==> config.mk <==
export PLATFORM = sky130hd
export DESIGN_NAME = mio_bus_arbiter
export DESIGN_NICKNAME = d
export VERILOG_FILES = /design/src/rtl/mio_bus_pkg.sv /design/src/rtl/mio_bus_arbiter_rr_arb2.sv /design/src/rtl/mio_bus_arbiter.sv
export SDC_FILE = /design/constraint.sdc
export NUM_CORES = 1
export LEC_CHECK = 0
export ABC_AREA = 1
export BUFFER_PORTS_ARGS = -buffer_cell sky130_fd_sc_hd__buf_2
export CORE_ASPECT_RATIO = 0.9
export CORE_UTILIZATION = 44
export DETAILED_ROUTE_END_ITERATION = 8
export GPL_ROUTABILITY_DRIVEN = 0
export HOLD_SLACK_MARGIN = 0.06
export PLACE_DENSITY_LB_ADDON = 0.3
export SETUP_SLACK_MARGIN = 0.02
export SKIP_LAST_GASP = 1
export SLEW_MARGIN = 20
export SYNTH_ARGS = -nofsm -noshare
export SYNTH_HDL_FRONTEND = slang
export SYNTH_SLANG_ARGS = --single-unit
==> constraint.sdc <==
create_clock -name clk -period 1.8 [get_ports clk]
set_input_delay 0.36 -clock clk [delete_from_list [all_inputs] [get_ports clk]]
set_output_delay 0.36 -clock clk [all_outputs]
set_load 0.02 [all_outputs]
==> src/rtl/mio_bus_pkg.sv <==
// Shared encodings for the MIO bus arbiter: FSM states, owner ids and the
// default read data returned when the memory never acknowledges.
package mio_bus_pkg;

  typedef enum logic [1:0] {
    IDLE = 2'd0,
    XFER = 2'd1,
    DONE = 2'd2
  } state_t;

  localparam logic        OWN_CPU      = 1'b0;
  localparam logic        OWN_DBG      = 1'b1;
  localparam logic [31:0] ERR_DATA_DEF = 32'hDEAD_BEEF;
  localparam int          CNT_W        = 16;

endpackage

==> src/rtl/mio_bus_arbiter_rr_arb2.sv <==
// Two-way round-robin picker. Bit 0 of i_req is the CPU, bit 1 is debug.
// With both requesting, the side that did not win last time is chosen.
module rr_arb2
  import mio_bus_pkg::*;
(
  input  logic [1:0] i_req,
  input  logic       i_last_grant,
  output logic       o_valid,
  output logic       o_grant
);

  // Combinational winner selection from the request pair and last winner
  always_comb begin
    o_valid = 1'b0;
    o_grant = OWN_CPU;
    case (i_req)
      2'b01: begin
        o_valid = 1'b1;
        o_grant = OWN_CPU;
      end
      2'b10: begin
        o_valid = 1'b1;
        o_grant = OWN_DBG;
      end
      2'b11: begin
        o_valid = 1'b1;
        o_grant = ~i_last_grant;
      end
      default: begin
        o_valid = 1'b0;
        o_grant = OWN_CPU;
      end
    endcase
  end

endmodule

==> src/rtl/mio_bus_arbiter.sv <==
// Shares the data-memory/peripheral bus between the CPU MIO port and a
// debug/DMA requester. Each transfer is granted, driven from latched copies
// of the winner's inputs, waits for the memory ack (or a timeout), returns
// read data and pulses the owner's ready/ack for one cycle.
module mio_bus_arbiter
  import mio_bus_pkg::*;
#(
  parameter int            AW       = 32,
  parameter int            DW       = 32,
  parameter int            TIMEOUT  = 255,
  parameter logic [DW-1:0] ERR_DATA = ERR_DATA_DEF
) (
  input  logic          clk,
  input  logic          rst,
  input  logic          cpu_req,
  input  logic          cpu_we,
  input  logic [AW-1:0] cpu_addr,
  input  logic [DW-1:0] cpu_wdata,
  output logic [DW-1:0] cpu_rdata,
  output logic          cpu_ready,
  input  logic          dbg_req,
  input  logic          dbg_we,
  input  logic [AW-1:0] dbg_addr,
  input  logic [DW-1:0] dbg_wdata,
  output logic [DW-1:0] dbg_rdata,
  output logic          dbg_ack,
  output logic          mem_req,
  output logic          mem_we,
  output logic [AW-1:0] mem_addr,
  output logic [DW-1:0] mem_wdata,
  input  logic [DW-1:0] mem_rdata,
  input  logic          mem_ack,
  output logic          busy,
  output logic          owner,
  output logic          timeout_err
);

  localparam logic [CNT_W-1:0] TO_VAL = CNT_W'(TIMEOUT);

  state_t           r_state,     w_state_nx;
  logic             r_owner,     w_owner_nx;
  logic             r_last,      w_last_nx;
  logic             r_we,        w_we_nx;
  logic [AW-1:0]    r_addr,      w_addr_nx;
  logic [DW-1:0]    r_wdata,     w_wdata_nx;
  logic [CNT_W-1:0] r_cnt,       w_cnt_nx;
  logic [DW-1:0]    r_cpu_rdata, w_cpu_rdata_nx;
  logic [DW-1:0]    r_dbg_rdata, w_dbg_rdata_nx;
  logic             r_cpu_ready, w_cpu_ready_nx;
  logic             r_dbg_ack,   w_dbg_ack_nx;
  logic             r_mem_req,   w_mem_req_nx;
  logic             r_busy,      w_busy_nx;
  logic             r_terr,      w_terr_nx;

  logic             w_gnt_valid;
  logic             w_gnt;
  logic [CNT_W-1:0] w_cnt_inc;
  logic             w_end;
  logic [DW-1:0]    w_rd_val;

  rr_arb2 u_rr_arb2 (
    .i_req        ({dbg_req, cpu_req}),
    .i_last_grant (r_last),
    .o_valid      (w_gnt_valid),
    .o_grant      (w_gnt)
  );

  // Next-state and next-output logic for the grant / transfer / done sequence
  always_comb begin
    w_state_nx     = r_state;
    w_owner_nx     = r_owner;
    w_last_nx      = r_last;
    w_we_nx        = r_we;
    w_addr_nx      = r_addr;
    w_wdata_nx     = r_wdata;
    w_cnt_nx       = r_cnt;
    w_cpu_rdata_nx = r_cpu_rdata;
    w_dbg_rdata_nx = r_dbg_rdata;
    w_cpu_ready_nx = 1'b0;
    w_dbg_ack_nx   = 1'b0;
    w_mem_req_nx   = 1'b0;
    w_busy_nx      = 1'b0;
    w_terr_nx      = r_terr;
    w_cnt_inc      = r_cnt + {{(CNT_W-1){1'b0}}, 1'b1};
    // An ack on the very cycle the counter expires still counts as success
    w_end          = mem_ack || (w_cnt_inc == TO_VAL);
    w_rd_val       = mem_ack ? mem_rdata : ERR_DATA;

    case (r_state)
      IDLE: begin
        if (w_gnt_valid) begin
          w_state_nx   = XFER;
          w_owner_nx   = w_gnt;
          w_last_nx    = w_gnt;
          w_cnt_nx     = {CNT_W{1'b0}};
          w_mem_req_nx = 1'b1;
          w_busy_nx    = 1'b1;
          if (w_gnt == OWN_DBG) begin
            w_we_nx    = dbg_we;
            w_addr_nx  = dbg_addr;
            w_wdata_nx = dbg_wdata;
          end else begin
            w_we_nx    = cpu_we;
            w_addr_nx  = cpu_addr;
            w_wdata_nx = cpu_wdata;
          end
        end else begin
          w_state_nx = IDLE;
        end
      end

      XFER: begin
        w_busy_nx = 1'b1;
        w_cnt_nx  = w_cnt_inc;
        if (w_end) begin
          w_state_nx     = DONE;
          w_cpu_ready_nx = (r_owner == OWN_CPU);
          w_dbg_ack_nx   = (r_owner == OWN_DBG);
          w_terr_nx      = r_terr | ~mem_ack;
          if (r_we) begin
            w_cpu_rdata_nx = r_cpu_rdata;
          end else if (r_owner == OWN_CPU) begin
            w_cpu_rdata_nx = w_rd_val;
          end else begin
            w_dbg_rdata_nx = w_rd_val;
          end
        end else begin
          w_mem_req_nx = 1'b1;
        end
      end

      DONE: begin
        // Always return through IDLE so transfers are separated by a cycle
        w_state_nx = IDLE;
        w_cnt_nx   = {CNT_W{1'b0}};
      end

      default: begin
        w_state_nx = IDLE;
        w_cnt_nx   = {CNT_W{1'b0}};
      end
    endcase
  end

  // State, latched bus copy, counter and all registered outputs
  always_ff @(posedge clk or negedge rst) begin
    if (!rst) begin
      r_state     <= IDLE;
      r_owner     <= OWN_CPU;
      r_last      <= OWN_DBG;
      r_we        <= 1'b0;
      r_addr      <= {AW{1'b0}};
      r_wdata     <= {DW{1'b0}};
      r_cnt       <= {CNT_W{1'b0}};
      r_cpu_rdata <= {DW{1'b0}};
      r_dbg_rdata <= {DW{1'b0}};
      r_cpu_ready <= 1'b0;
      r_dbg_ack   <= 1'b0;
      r_mem_req   <= 1'b0;
      r_busy      <= 1'b0;
      r_terr      <= 1'b0;
    end else begin
      r_state     <= w_state_nx;
      r_owner     <= w_owner_nx;
      r_last      <= w_last_nx;
      r_we        <= w_we_nx;
      r_addr      <= w_addr_nx;
      r_wdata     <= w_wdata_nx;
      r_cnt       <= w_cnt_nx;
      r_cpu_rdata <= w_cpu_rdata_nx;
      r_dbg_rdata <= w_dbg_rdata_nx;
      r_cpu_ready <= w_cpu_ready_nx;
      r_dbg_ack   <= w_dbg_ack_nx;
      r_mem_req   <= w_mem_req_nx;
      r_busy      <= w_busy_nx;
      r_terr      <= w_terr_nx;
    end
  end

  assign cpu_rdata   = r_cpu_rdata;
  assign cpu_ready   = r_cpu_ready;
  assign dbg_rdata   = r_dbg_rdata;
  assign dbg_ack     = r_dbg_ack;
  assign mem_req     = r_mem_req;
  assign mem_we      = r_we;
  assign mem_addr    = r_addr;
  assign mem_wdata   = r_wdata;
  assign busy        = r_busy;
  assign owner       = r_owner;
  assign timeout_err = r_terr;

endmodule

==> metrics.md <==
| Metric | Value |
|---|---|
| Outcome | `finished, violations left` |
| Violated checks | `setup timing` |
| Switching power | `7.495 mW` |
| Portion of total power attributed to the clock network | `19.8%` |
| Count of H-tree levels built during CTS | `4` |
| Final clock period utilization by the worst path | `110.7%` |
| Synth cell types | `26` |
| Min-Delay Endpoint | `mem_we$_DFFE_PN0P_` |
| Number of hold-slack violations in the final timing report | `0` |
| EDFF count, synth | `0` |
| Portion of the post-synthesis area used by sequential elements | `53.68%` |
| Number of I/O pins | `302` |
| Minimum period implied by the final worst setup slack | `1992 ps` |
| Worst-case clock buffer depth | `2` |
| Number of DRC violations after detailed-routing iteration 0 | `476` |
| Number of stages on the worst hold path | `3` |
| Count of clock tree sinks | `154` |
| Synth Area in Adders | `0.3484%` |
| Global-route usage over all layers | `26.99%` |
| R2r endpoint | `cpu_rdata[9]$_DFFE_PN0P_` |
| Worst reg2reg path depth | `13` |
| Leading post-synthesis cells by instance count | `264 x nand2_1, 153 x dfrtp_1, 143 x o21ai_0, 85 x nor2_1, 69 x nand4_1` |
| Fraction of layout cells with a size suffix above 1 | `36.82%` |
| Number of design rule violations left after detail routing | `0` |
| Number of antenna violations at the first check in global routing | `0` |
| Main combinational cell family by area after synthesis | `simple AND/OR/NAND/NOR gates` |
| Top-count cell post-synth | `nand2_1` |
| Multiplexer share of the synthesized area | `0%` |
| Hold path startpoint | `dbg_we` |
| Share of synthesized cell area in and, or, nand and nor gates | `28.71%` |
| RSZ-0062 raised after global routing | `yes` |
| CTS root buf | `clkbuf_16` |
| Number of buffers added by the clock tree synthesis step | `17` |
| Row count | `43` |
| Clock tree from TritonCTS | `yes` |
| Critical Path End Type | `flip-flop` |
| Synthesized net count | `1037` |
| Commonest register cell after synthesis | `dfrtp_1` |
| Routed via count | `7277` |
| Per-cell via count in the routed design | `5.176` |
| Cell class contributing the biggest share of worst-path delay | `simple AND/OR/NAND/NOR gates` |
| Switching share of power | `44.38%` |
| Synthesized-area fraction occupied by ao, oa, aoi and oai cells | `10.84%` |
| Area share of the largest cell type after synthesis | `53.31%` |
| R2R Path Start | `r_cnt[2]$_DFFE_PN0P_` |
| Critical Path RT | `2110 ps` |
| CP max stage delay | `430 ps` |
| Final Skew | `11.37 ps` |
| Ranking of synthesized cells by area | `dfrtp_1 53%, nand2_1 14%, o21ai_0 10%, nand4_1 6.0%, nor2_1 4.4%` |
| Post-synthesis cell count | `868` |
| Maximum vdd drop | `0.9119 mV` |
| Clock latency on the worst-skew pair | `430 ps` |
| Final sum of negative setup slack | `-11480 ps` |
| Fraction of synthesis flops using an asynchronous set or reset pin | `100.0%` |
| Post-synthesis instance area | `0.007182 mm^2` |
| Largest net degree at the start of global routing | `66` |
| Setup slack after layout | `-192.5 ps` |
| Layout-stage area growth over the synthesis result | `37.25%` |
| Setup WS pre-CTS | `-245.8 ps` |
| Maximum fanout along the worst path | `32` |
| CP max-delay cell | `dfrtp_1` |
| Class of the worst hold path | `in2reg` |
| Transition time of the tightest slew-check pin | `512.7 ps` |
| Nature of the critical path startpoint | `flip-flop` |
| WL/cell | `15.87 um` |
| Average cell area after synthesis | `8.274 um^2` |
| Cell occurring most often along the worst timing path | `nand2_1` |
| Number of input and output port buffers inserted | `301` |
| Y dimension of the die | `123.2 um` |
| Internal power contribution | `9.395 mW` |
| Post-DP HPWL | `15.92 mm` |
| Pwr Total | `16.89 mW` |
| Maximum clock rate | `501.9 MHz` |
| YS warnings | `0` |
| Sequential fraction of design power | `35.0%` |
| Router iterations before antenna repair | `5` |
| Number of global-route vias before repair | `6857` |
| Synthesis-stage register bit count | `154` |
| Crit path DAT | `2300 ps` |
| Floorplan die width | `136.7 um` |
| Max-slew violation count | `0` |
| R2r setup slk | `-190 ps` |
| Post-detailed-routing wire length | `22.32 mm` |
| Synth Area in XOR/XNOR | `0.1220%` |
| Worst setup path class | `reg2reg` |
| Power share of the combinational group | `45.2%` |
| Number of max-cap violations | `0` |
| First-pass GRT wire length | `34.80 mm` |
| Clk pin slew, worst setup/hold paths | `60 ps` |
| CP Buf/Inv Count | `2` |
| Setup violations, final | `70` |
| Number of fillers in the final layout | `1378` |
| Areal power density over the cells | `1713 mW/mm^2` |
| Number of nets with antenna violations after detailed routing | `0` |
| Static Leak | `5.197 nW` |
| Hold slack final | `204.5 ps` |
| Area of the core region | `0.01566 mm^2` |
| Number of nets in the layout | `1359` |
| Starting density of the core | `45.87%` |
| Remaining Overflow, GRT | `0` |
| Total die area | `0.01684 mm^2` |
| Max-slew headroom at the worst pin | `65.74%` |
| Cells along the critical path | `buf_4, nand3_4, nor2_4, nand3_1, nand2_1, nand2_1, nor2_2, nand3_2, nand2_4, nand3_4, buf_12, nand2_1, nand2_1` |
| Cell accounting for the most synthesized area | `dfrtp_1` |
[metrics by stage]
step                      instance area, um^2  util, %  cells
after floorplan                          7202        -    868
after global placement                   9189    58.69   1365
after detailed placement                 9189    58.69   1365
after CTS                                9782    62.48   1400
after global routing                     9854    62.94   1405
final                                    9857    62.96   1406
[power groups by stage]
stage | combinational, mW | sequential, mW | clock [mW]
6_report | 7.64 | 5.91 | 3.34
5_1_grt | 8.38 | 6.09 | 3.55
4_1_cts | 7.66 | 5.89 | 3.40
3_5_place_dp | 7.63 | 5.93 | 0
3_3_place_gp | 7.51 | 5.90 | 0
2_1_floorplan | 2.69 | 7.66 | 0
[cell families after synthesis]
family,after synthesis
simple gates,464
compound gates,153
flops,154
xor+xnor,1
fa+ha+maj,2
buf+inv,94
[layer usage]
layer / vias up / global-route usage (%) / part of all wire [%]
met5: - / 0 / 0
met4: 0 / 10.14 / 2.3
met3: 36 / 6.806 / 7.6
met2: 320 / 45.11 / 50
met1: 3399 / 33.71 / 40
li1: 3522 / - / -
[tightest hold or removal path, stage by stage]
cell     delay [ps]
buf_2            70
nor2_1           30
o22ai_1         110
[state kept, by name, summed over array words and instances, names as in the netlist]
name	flops
owner	1
timeout_err	1
r_cnt	16
dbg_ack	1
mem_addr	32
r_last	1
mem_req	1
mem_wdata	32
cpu_rdata	32
busy	1
r_state	2
mem_we	1
cpu_ready	1
dbg_rdata	32
[layout make-up]
cell class,count,area (um^2),area share (%)
Clock inverter,12,88.84,0.9012
Inverter,35,131.4,1.333
Antenna cell,1,2.502,0.02539
Sequential cell,154,3857,39.13
Timing Repair Buffer,362,2127,21.58
Tap cell,202,252.7,2.564
Multi-Input combinational cell,620,2930,29.73
Clock buffer,20,466.7,4.735
[placed cells by master, fill, tap and decap left out, types with 4 or more instances in the layout]
cell	count
o22ai_1	8
clkinvlp_4	4
inv_1	31
dfrtp_1	151
buf_12	10
nor2_4	4
or2_2	24
clkbuf_16	18
nand2_1	261
buf_6	4
nor2_1	79
nor2_2	5
o21ai_0	143
buf_4	46
buf_2	300
nand4_1	69
nand3_1	13
[worst max-delay path by stage]
stage | slack (ps) | start | cells after the start | end
2_1_floorplan | 2 | r_cnt[1]$_DFFE_PN0P_ | 13 | dbg_rdata[22]$_DFFE_PN0P_
3_3_place_gp | -160 | r_cnt[1]$_DFFE_PN0P_ | 12 | cpu_rdata[13]$_DFFE_PN0P_
3_5_place_dp | -250 | r_cnt[1]$_DFFE_PN0P_ | 12 | cpu_rdata[16]$_DFFE_PN0P_
4_1_cts | -260 | r_cnt[1]$_DFFE_PN0P_ | 13 | dbg_rdata[8]$_DFFE_PN0P_
5_1_grt | -330 | r_cnt[1]$_DFFE_PN0P_ | 13 | cpu_rdata[8]$_DFFE_PN0P_
6_report | -190 | r_cnt[2]$_DFFE_PN0P_ | 13 | cpu_rdata[9]$_DFFE_PN0P_
[what timing repair did]
item	4_1_cts	5_1_grt
hold buffers	1	0
cloned	0	1
gates resized for setup	4	8
endpoints found under the setup margin	70	73
buffers inserted	2	4
pin swaps	6	9
endpoints found under the hold margin	35	0
Note: power is estimated with default switching activity, not from simulation.
